$ cat src/rtl/contador_bcd.sv
// contador_bcd: single-digit up/down counter with synchronous load, wrapping
// at MAX_COUNT (BCD digit 0..9 by default). Intended as a building block for
// cascaded time-of-day counters; parents truncate ranges by driving reset.
//
// Ports:
//   clk    counter clock, rising-edge active
//   reset  asynchronous active-low reset, forces q to 0
//   en     count enable (active-high)
//   up     direction: 1 = increment, 0 = decrement
//   load   synchronous parallel load (active-high, overrides en)
//   d      load value; values above MAX_COUNT load as 0
//   q      registered count, never exceeds MAX_COUNT
//   tc     terminal count (q == MAX_COUNT counting up, q == 0 counting down)
module contador_bcd #(
  parameter int unsigned WIDTH     = 4,
  parameter int unsigned MAX_COUNT = 9
) (
  input  logic             clk,
  input  logic             reset,
  input  logic             en,
  input  logic             up,
  input  logic             load,
  input  logic [WIDTH-1:0] d,
  output logic [WIDTH-1:0] q,
  output logic             tc
);

  localparam logic [WIDTH-1:0] MaxVal = WIDTH'(MAX_COUNT);

  logic [WIDTH-1:0] count_q;
  logic [WIDTH-1:0] count_d;

  // Priority load > en > hold. Out-of-range codes recover to the value the
  // counting direction would wrap to, so q can never leave 0..MAX_COUNT.
  always_comb begin
    count_d = count_q;
    if (load) begin
      count_d = (d > MaxVal) ? '0 : d;
    end else if (en) begin
      if (up) begin
        count_d = (count_q >= MaxVal) ? '0 : count_q + WIDTH'(1);
      end else begin
        if ((count_q == '0) || (count_q > MaxVal)) begin
          count_d = MaxVal;
        end else begin
          count_d = count_q - WIDTH'(1);
        end
      end
    end
  end

  always_ff @(posedge clk or negedge reset) begin
    if (!reset) begin
      count_q <= '0;
    end else begin
      count_q <= count_d;
    end
  end

  assign q  = count_q;
  // Decoded straight from the register, so it only changes with q (or up).
  assign tc = up ? (count_q == MaxVal) : (count_q == '0);

endmodule

$ cat config.mk
export PLATFORM = sky130hd
export DESIGN_NAME = contador_bcd
export DESIGN_NICKNAME = d
export VERILOG_FILES = /design/src/rtl/contador_bcd.sv
export SDC_FILE = /design/constraint.sdc
export NUM_CORES = 1
export LEC_CHECK = 0
export BUFFER_PORTS_ARGS = -buffer_cell sky130_fd_sc_hd__buf_2
export CELL_PAD_IN_SITES_DETAIL_PLACEMENT = 2
export CELL_PAD_IN_SITES_GLOBAL_PLACEMENT = 2
export CORE_MARGIN = 2
export CORE_UTILIZATION = 28
export DETAILED_ROUTE_END_ITERATION = 16
export GPL_TIMING_DRIVEN = 0
export PLACE_DENSITY_LB_ADDON = 0.1
export SETUP_SLACK_MARGIN = 0.1
export SKIP_LAST_GASP = 1
export SLEW_MARGIN = 10
export SYNTH_ARGS = -nofsm -noshare
export SYNTH_HDL_FRONTEND = slang
export SYNTH_SLANG_ARGS = --single-unit
$ cat constraint.sdc
create_clock -name clk -period 3.5 [get_ports clk]
set_input_delay 0.35 -clock clk [delete_from_list [all_inputs] [get_ports clk]]
set_output_delay 0.35 -clock clk [all_outputs]
set_load 0.1 [all_outputs]
### After elaboration in Yosys (flattened, before gate mapping)

Cells that the tools add are included.

| word-level totals | value |
|---|---|
| output and inout port bits | 5 |
| word-level logic and storage cells | 17 |
| flip-flop bits (word level) | 4 |
| input port bits | 9 |

| operators by class | value |
|---|---|
| reductions and logical operators | 3 |
| $add $sub $neg | 2 |
| $lt $le $gt $ge | 3 |
| equality and inequality tests | 1 |
| muxes and demuxes | 7 |

Operators by type and width:

| kind | number |
|---|---|
| two-way mux 4 bit | 6 |
| greater-than comparator 4 bit, second input constant | 2 |
| adder 4 x 1 -> 4 bit, second input constant | 1 |
| == test 4 bit, second input constant | 1 |
| greater-or-equal comparator 4 bit, second input constant | 1 |
| logical NOT 4 bit | 1 |
| subtractor 4 x 1 -> 4 bit, second input constant | 1 |
| nonzero test 2 bit | 1 |
| logical OR 1 bit | 1 |
| two-way mux 1 bit | 1 |

### Longest topological paths before layout

Gate-level depths: netlist of run 1.

| logic depth | value |
|---|---|
| word-level depth | 6 |
| gate-level depth with buffers | 6 |
| depth with buffers taken out | 6 |

### Worst setup path after synthesis of run 1

No wires, ideal clock.

| path | value |
|---|---|
| kind | register to output |
| from | reg count_q[0] (netlist: q[0]) |
| to | out tc |
| path buffers | 0 |
| arrival | 2.693 ns |
| required time | 3.150 ns |
| setup slack | 0.457 ns |
| stages on the path, launching flop included | 4 |
| cell sequence | dfrtp_1 > ha_1 > a31oi_1 > nor2_1 |

| between the ends | value |
|---|---|
| word-level cells in the longest chain between the ends | 2 |
| elaborated cells on any way between the ends | 3 |
| those cells by class | 1 x eq/ne; 1 x mux; 1 x reduce/logical |

RTL lines:

| element | line | text |
|---|---|---|
| start, declared | 30 | `logic [WIDTH-1:0] count_q;` |
| start signal, assigned | 56 | `count_q <= count_d;` |
| == test 4 bit / logical NOT 4 bit (equally long branches) | 62 | `assign tc = up ? (count_q == MaxVal) : (count_q == '0);` |
| two-way mux 1 bit (*) | 62 |  |
| end, declared | 25 | `output logic tc` |

Mark *: on every way between the ends. The rest lies on a longest branch, timed or not.

### Worst setup path in the final report of run 1

Same ends and word-level chain as after synthesis.

==> flow_metrics.py, run 1 <==
metrics = {
    "run_status": {
        "status": "completed",
    },
    "critical_path": {
        "critPathTopFamily": "buffers and inverters",
        "critPathArrivalTime_ns": 1.84,
        "slowest_delay_ns": 0.48,
        "worst-path-buf-inv": 2,
        "crit_path_frequent_cell": "nor2_1",
        "worstPathCellList": "inv_1 > ha_1 > nand2b_1 > nor2_1 > a31oi_1 > nor2_1 > buf_2",
        "start_kind": "register",
        "critPathSlowestCell": "dfrtp_1",
        "rr_endpoint": "q[0]",
        "critPathKind": "register to output pin",
        "ff2ff_path_depth": 5,
        "r2r_slack_ns": 1.60,
        "r2r_start": "q[0]",
        "required_ns": 3.15,
        "crit_path_max_fanout": 7,
        "end_kind": "output pin",
    },
    "timing": {
        "fin_crit_ns": 2.19,
        "worst_pin_slew_ns": 0.486,
        "hold_violations": 0,
        "setup_viol": 0,
        "rsz0062_at_grt": "no",
        "setup_tns_ns": 0,
        "slew_headroom": 0.678,
        "fin_crit_sh": 0.626,
        "finalClockSkew_ns": 0.00517,
        "fmax_ghz": 0.456,
        "finalWorstSetupSlack_ns": 1.31,
        "slew_viol_final": 0,
    },
    "min_path": {
        "hold-path-endpoint": "q[0]",
        "holdPathStages": 2,
        "min_path_type": "input port to register",
        "worstHoldStart": "d[0]",
    },
    "logic_synthesis": {
        "synth_top_cell_by_area": "dfrtp_1",
        "synth-seq-cells": 4,
        "synth_nets": 68,
        "synth_top_area_share": 0.223,
        "synth_area_leaders": "dfrtp_1, ha_1, a31oi_1, nor2_1, nand2b_1",
        "yosys_warnings": 0,
        "synth_area_um2": 449,
        "ys_seq_area_frac": 0.223,
        "yosys.cell_types.count": 28,
        "syn_inst": 55,
        "synth_area_per_cell_um2": 8.17,
    },
    "global_route": {
        "overflow": 0,
        "grt_usage": 0.169,
        "grt_pass1_wl_mm": 2.37,
        "grt_pass1_vias": 506,
        "grt_max_degree": 11,
        "antenna_found_initial": 0,
    },
    "place": {
        "dp_slack_ns": 1.54,
        "globalplace.congestion": 0.655,
        "hpwlAfterDp_mm": 1.12,
        "place_area_um2": 524,
        "io_buffers": 11,
    },
    "pwr": {
        "p_per_area_nw_per_um2": 495,
        "p_clk_frac": 0.209,
        "switching_power_mw": 0.139,
        "pwr-share-seq": 0.221,
        "leakage_nw": 0.255,
        "totalPowerFinal_mw": 0.275,
        "peakVddDrop_mv": 0.115,
        "p_int_mw": 0.136,
        "sw_frac_of_total": 0.505,
        "p_comb_frac": 0.569,
    },
    "drt": {
        "initialDrtViolationCount": 3,
        "vias": 468,
        "ant_nets": 0,
        "drtPass1Iterations": 2,
        "wl_per_cell_um": 15.7,
        "drc": 0,
        "viasPerCell": 5.44,
        "wirelength_mm": 1.35,
    },
    "floorplan": {
        "die_h_um": 44.1,
        "coreArea_um2": 1510,
        "start_util": 0.298,
        "die_x_um": 44.1,
        "dieArea_um2": 1940,
        "fp-row-count": 14,
        "ios": 14,
    },
    "clock_network": {
        "clk_latency_ns": 0.23,
        "postCtsSetupRepairBufs": 0,
        "cts_made_buffers": 3,
        "h-tree-depth": 1,
        "cts-root-buf": "clkbuf_4",
        "cts_num_sinks": 4,
        "clk_pin_slew_ns": 0.04,
        "clk_path_buf_depth": 2,
        "cts_tree": "built",
    },
    "cells_and_area": {
        "layout.nets": 85,
        "final_area_um2": 557,
        "fin_util": 0.370,
        "final_layout_size_suffix_gt1_frac": 0.257,
        "areaGrowthSynthToFinish_pct": 24.0,
        "largest_register_ffs": 4,
        "diodes": 0,
    },
    "run": {
        "maxCapViolCount": 0,
    },
}
## cell type report
| class | instances | area, um2 |
|---|---|---|
| Timing Repair Buffer | 12 | 65.1 |
| Inverter | 4 | 15.0 |
| Tap cell | 16 | 20.0 |
| Multi-Input combinational cell | 43 | 308 |
| Sequential cell | 4 | 100 |
| Clock buffer | 3 | 22.5 |
| Fill cell | 179 | 950 |
| Buffer | 4 | 26.3 |
## cell families after synthesis
family / synth area share
flops: 0.223
fa+ha+maj: 0.111
simple gates: 0.242
buf+inv: 0.0919
xor+xnor: 0.0390
compound gates: 0.293
## layer usage
metal  track usage  wire, um  part of all wire  vias to the layer above
li1              -         -                 -                      231
met1         0.220       621              0.46                      225
met2         0.291       685              0.51                       12
met3       0.00408        41             0.030                        0
met4        0.0727         0                 0                        0
met5             0         0                 0                        -
## cells in the mapped netlist (all sizes together)
| library cell | n |
|---|---|
| nor2 | 7 |
| a31oi | 6 |
| dfrtp | 4 |
| ha | 4 |
| inv | 4 |
| buf | 3 |
| nand2b | 3 |
| nor3 | 3 |
| o21ai | 3 |
| nand2 | 2 |
| nor3b | 2 |
| a21boi | 1 |
| a2bb2oi | 1 |
| a311oi | 1 |
| a32o | 1 |
| and3b | 1 |
| clkbuf | 1 |
| nor2b | 1 |
| o211ai | 1 |
| o22a | 1 |
| o22ai | 1 |
| o31ai | 1 |
| o41ai | 1 |
| xnor2 | 1 |
| xor2 | 1 |
## worst max path at each step
stage	startpoint	endpoint	slack (ns)	cells after the start
3_5_place_dp	q[0]	tc	1.54	7
5_1_grt	q[0]	tc	1.16	7
4_1_cts	q[0]	tc	1.28	7
3_3_place_gp	q[0]	tc	1.60	7
2_1_floorplan	q[0]	tc	0.46	3
6_report	q[0]	tc	1.31	7
## through the flow
stage | std cells | hold slack (ns)
final | 86 | 0.402
after global routing | 86 | 0.406
after CTS | 86 | 0.395
after detailed placement | 82 | 0.160
after global placement | 82 | 0.156
after floorplan | 55 | 0.0544
## worst register-to-register path: stages (launching register included)
cell and delay, ns:
dfrtp_1 0.51, inv_1 0.16, ha_1 0.30, a21boi_0 0.40, a311oi_1 0.15, a32o_1 0.26
## power by group through the flow
| stage | Clock, mW | Sequential [mW] | Combinational (mW) |
|---|---|---|---|
| after floorplan | 0 | 0.103 | 0.0800 |
| after global placement | 0 | 0.0609 | 0.153 |
| after detailed placement | 0 | 0.0620 | 0.156 |
| after CTS | 0.0584 | 0.0613 | 0.158 |
| after global routing | 0.0616 | 0.0622 | 0.171 |
| final | 0.0577 | 0.0610 | 0.157 |
## cells in the final DEF, fill, tap and decap left out
| cell type | n |
|---|---|
| clkbuf_1 | 1 |
| dlygate4sd3_1 | 1 |
| o22ai_1 | 1 |
| o41ai_1 | 1 |
| buf_4 | 1 |
| nor3_1 | 2 |
| buf_1 | 1 |
| a31oi_1 | 6 |
| buf_2 | 11 |
| a32o_1 | 1 |
| nand2b_1 | 3 |
| a21boi_0 | 1 |
| dfrtp_1 | 4 |
| and3b_1 | 1 |
| nor3b_1 | 2 |
| clkbuf_4 | 3 |
| o22a_1 | 1 |
| nor3_4 | 1 |
| o31ai_2 | 1 |
| buf_6 | 1 |
| a2bb2oi_1 | 1 |
| xor2_1 | 1 |
| nor2_1 | 7 |
| a311oi_1 | 1 |
| xnor2_1 | 1 |
| ha_1 | 4 |
| o211ai_1 | 1 |
| inv_1 | 4 |
| nand2_1 | 2 |
| o21ai_0 | 3 |
| nor2b_1 | 1 |
## timing repair
action | in CTS | in global routing
hold endpoints to repair | 4 | 0
gates resized for setup | 0 | 0
hold buffers | 1 | 0
(Power assumes the default switching activity.)
==> run 2, diff against run 1 <==
Settings changed: CORE_UTILIZATION 28 to 26.
Clock period 3.5 ns to 2.1 ns, I/O delays scaled along.
==> run 2 against run 1 <==
Worst hold slack worse by 0.17 ns. Sequential share of layout area shrank 0.31 points. Cell count grew 1.2%. Non-clock buffer count unchanged. Critical path type unchanged. Largest power group unchanged. Highest routed layer is now met4.
==> flow_metrics.py, run 2 (synthesis results as in run 1) <==
metrics = {
    "pwr": {
        "p_clk_frac": 0.206,
        "leakage_nw": 0.255,
        "pwr-share-seq": 0.216,
        "switching_power_mw": 0.240,
        "totalPowerFinal_mw": 0.474,
        "peakVddDrop_mv": 0.240,
        "p_per_area_nw_per_um2": 817,
        "p_comb_frac": 0.578,
        "sw_frac_of_total": 0.506,
        "p_int_mw": 0.234,
    },
    "floorplan": {
        "die_x_um": 45.6,
        "ios": 14,
        "fp-row-count": 15,
        "die_h_um": 45.6,
        "start_util": 0.269,
        "coreArea_um2": 1670,
        "dieArea_um2": 2080,
    },
    "global_route": {
        "grt_pass1_vias": 504,
        "antenna_found_initial": 0,
        "overflow": 0,
        "grt_max_degree": 11,
        "grt_usage": 0.156,
        "grt_pass1_wl_mm": 2.32,
    },
    "cells_and_area": {
        "largest_register_ffs": 4,
        "final_layout_size_suffix_gt1_frac": 0.314,
        "areaGrowthSynthToFinish_pct": 29.2,
        "seq_area_um2": 103,
        "final_common_cell": "buf_2",
        "final_cell_mix": "buf_2, nor2_1, a31oi_1, inv_1, ha_1",
        "diodes": 0,
        "nFillCells": 202,
        "layout.nets": 85,
        "multi_input_area_um2": 322,
        "final_area_um2": 581,
    },
    "drt": {
        "drtPass1Iterations": 4,
        "ant_nets": 0,
        "wirelength_mm": 1.39,
        "drc": 0,
        "viasPerCell": 5.41,
        "initialDrtViolationCount": 2,
        "wl_per_cell_um": 16.0,
        "vias": 471,
    },
    "critical_path": {
        "critPathTopFamily": "flip-flops",
        "slowest_delay_ns": 0.46,
        "critPathKind": "register to output pin",
        "start_kind": "register",
        "critPathArrivalTime_ns": 1.69,
        "end_kind": "output pin",
        "worst-path-buf-inv": 2,
        "crit_path_max_fanout": 7,
        "critPathSlowestCell": "dfrtp_2",
        "required_ns": 1.89,
        "worstPathCellList": "inv_1 > ha_1 > nand2b_1 > nor2_1 > a31oi_2 > nor2_4 > buf_6",
    },
    "place": {
        "io_buffers": 11,
        "hpwlAfterDp_mm": 1.10,
        "globalplace.congestion": 0.642,
        "place_area_um2": 536,
    },
    "clock_network": {
        "clk_latency_ns": 0.24,
        "clk_path_buf_depth": 2,
        "cts_tree": "built",
        "h-tree-depth": 1,
        "cts-root-buf": "clkbuf_4",
        "cts_num_sinks": 4,
        "cts_made_buffers": 3,
        "clk_pin_slew_ns": 0.04,
    },
    "min_path": {
        "min_path_type": "input port to register",
    },
    "timing": {
        "setup_viol": 0,
        "rsz0062_at_grt": "no",
        "slew_viol_final": 0,
        "finalClockSkew_ns": 0.000905,
        "setup_tns_ns": 0,
        "fin_crit_ns": 1.90,
        "worst_pin_slew_ns": 0.485,
        "fmax_ghz": 0.526,
        "slew_headroom": 0.679,
        "hold_violations": 0,
        "fin_crit_sh": 0.905,
    },
    "run": {
        "maxCapViolCount": 0,
    },
    "run_status": {
        "status": "completed",
    },
}
-- run 2: worst paths after layout --
| path | cells past startpoint | slack [ns] | endpoint | startpoint |
|---|---|---|---|---|
| worst max-delay path | 7 | 0.20 | tc | q[0] |
| worst min-delay path | 2 | 0.23 | q[0] | d[0] |
| worst max register to register | 6 | 0.28 | q[0] | q[1] |
| worst min register to register | 2 | 0.74 | q[0] | q[0] |
| max in group asynchronous | 2 | 1.67 | q[1] | reset |
| min in group asynchronous | 2 | 0.30 | q[2] | reset |
-- run 2: area by class of cell --
cell class | instances | share of cell area
Sequential cell | 4 | 0.177
Tap cell | 17 | 0.0366
Clock buffer | 3 | 0.0388
Multi-Input combinational cell | 43 | 0.554
Inverter | 4 | 0.0259
Timing Repair Buffer | 12 | 0.123
Buffer | 4 | 0.0453
-- run 2: worst reg2reg max path: cells and delay by family (launching register included) --
kind,cells,cell delay (ns)
AOI/OAI and AO/OA,3,0.78
DFF,1,0.43
adders and majority gates,1,0.24
buffers and inverters,1,0.17
and+or+nand+nor,1,0.08
-- run 2: power by group through the flow --
stage / clock (mW) / sequential [mW] / combinational [mW]
floorplan: 0 / 0.173 / 0.137
global placement: 0 / 0.103 / 0.260
detailed placement: 0 / 0.104 / 0.268
CTS: 0.104 / 0.103 / 0.273
global route: 0.103 / 0.104 / 0.296
finish: 0.0977 / 0.102 / 0.274
-- run 2: layer usage --
| metal | global-route usage | vias to the layer above | part of all wire |
|---|---|---|---|
| met3 | 0.0119 | 2 | 0.041 |
| met2 | 0.268 | 17 | 0.49 |
| met4 | 0.0529 | 0 | 0.0093 |
| met1 | 0.202 | 223 | 0.45 |
| li1 | - | 229 | - |
| met5 | 0 | - | 0 |
-- run 2: through the flow --
step,setup WS (ns),cells,hold slack (ns),utilization
2_1_floorplan,0.0585,55,-0.0856,-
6_report,0.199,87,0.233,0.348
3_5_place_dp,0.273,83,0.0183,0.321
5_1_grt,0.0920,87,0.257,0.348
4_1_cts,0.105,87,0.233,0.342
3_3_place_gp,0.320,83,0.0137,0.321
-- run 2: what timing repair did --
item	CTS	global route
endpoints found under the setup margin	1	1
cloned	0	0
hold endpoints to repair	4	0
resized for setup	1	2
buffers inserted	0	0
hold buffers	1	0
pin swaps	0	0
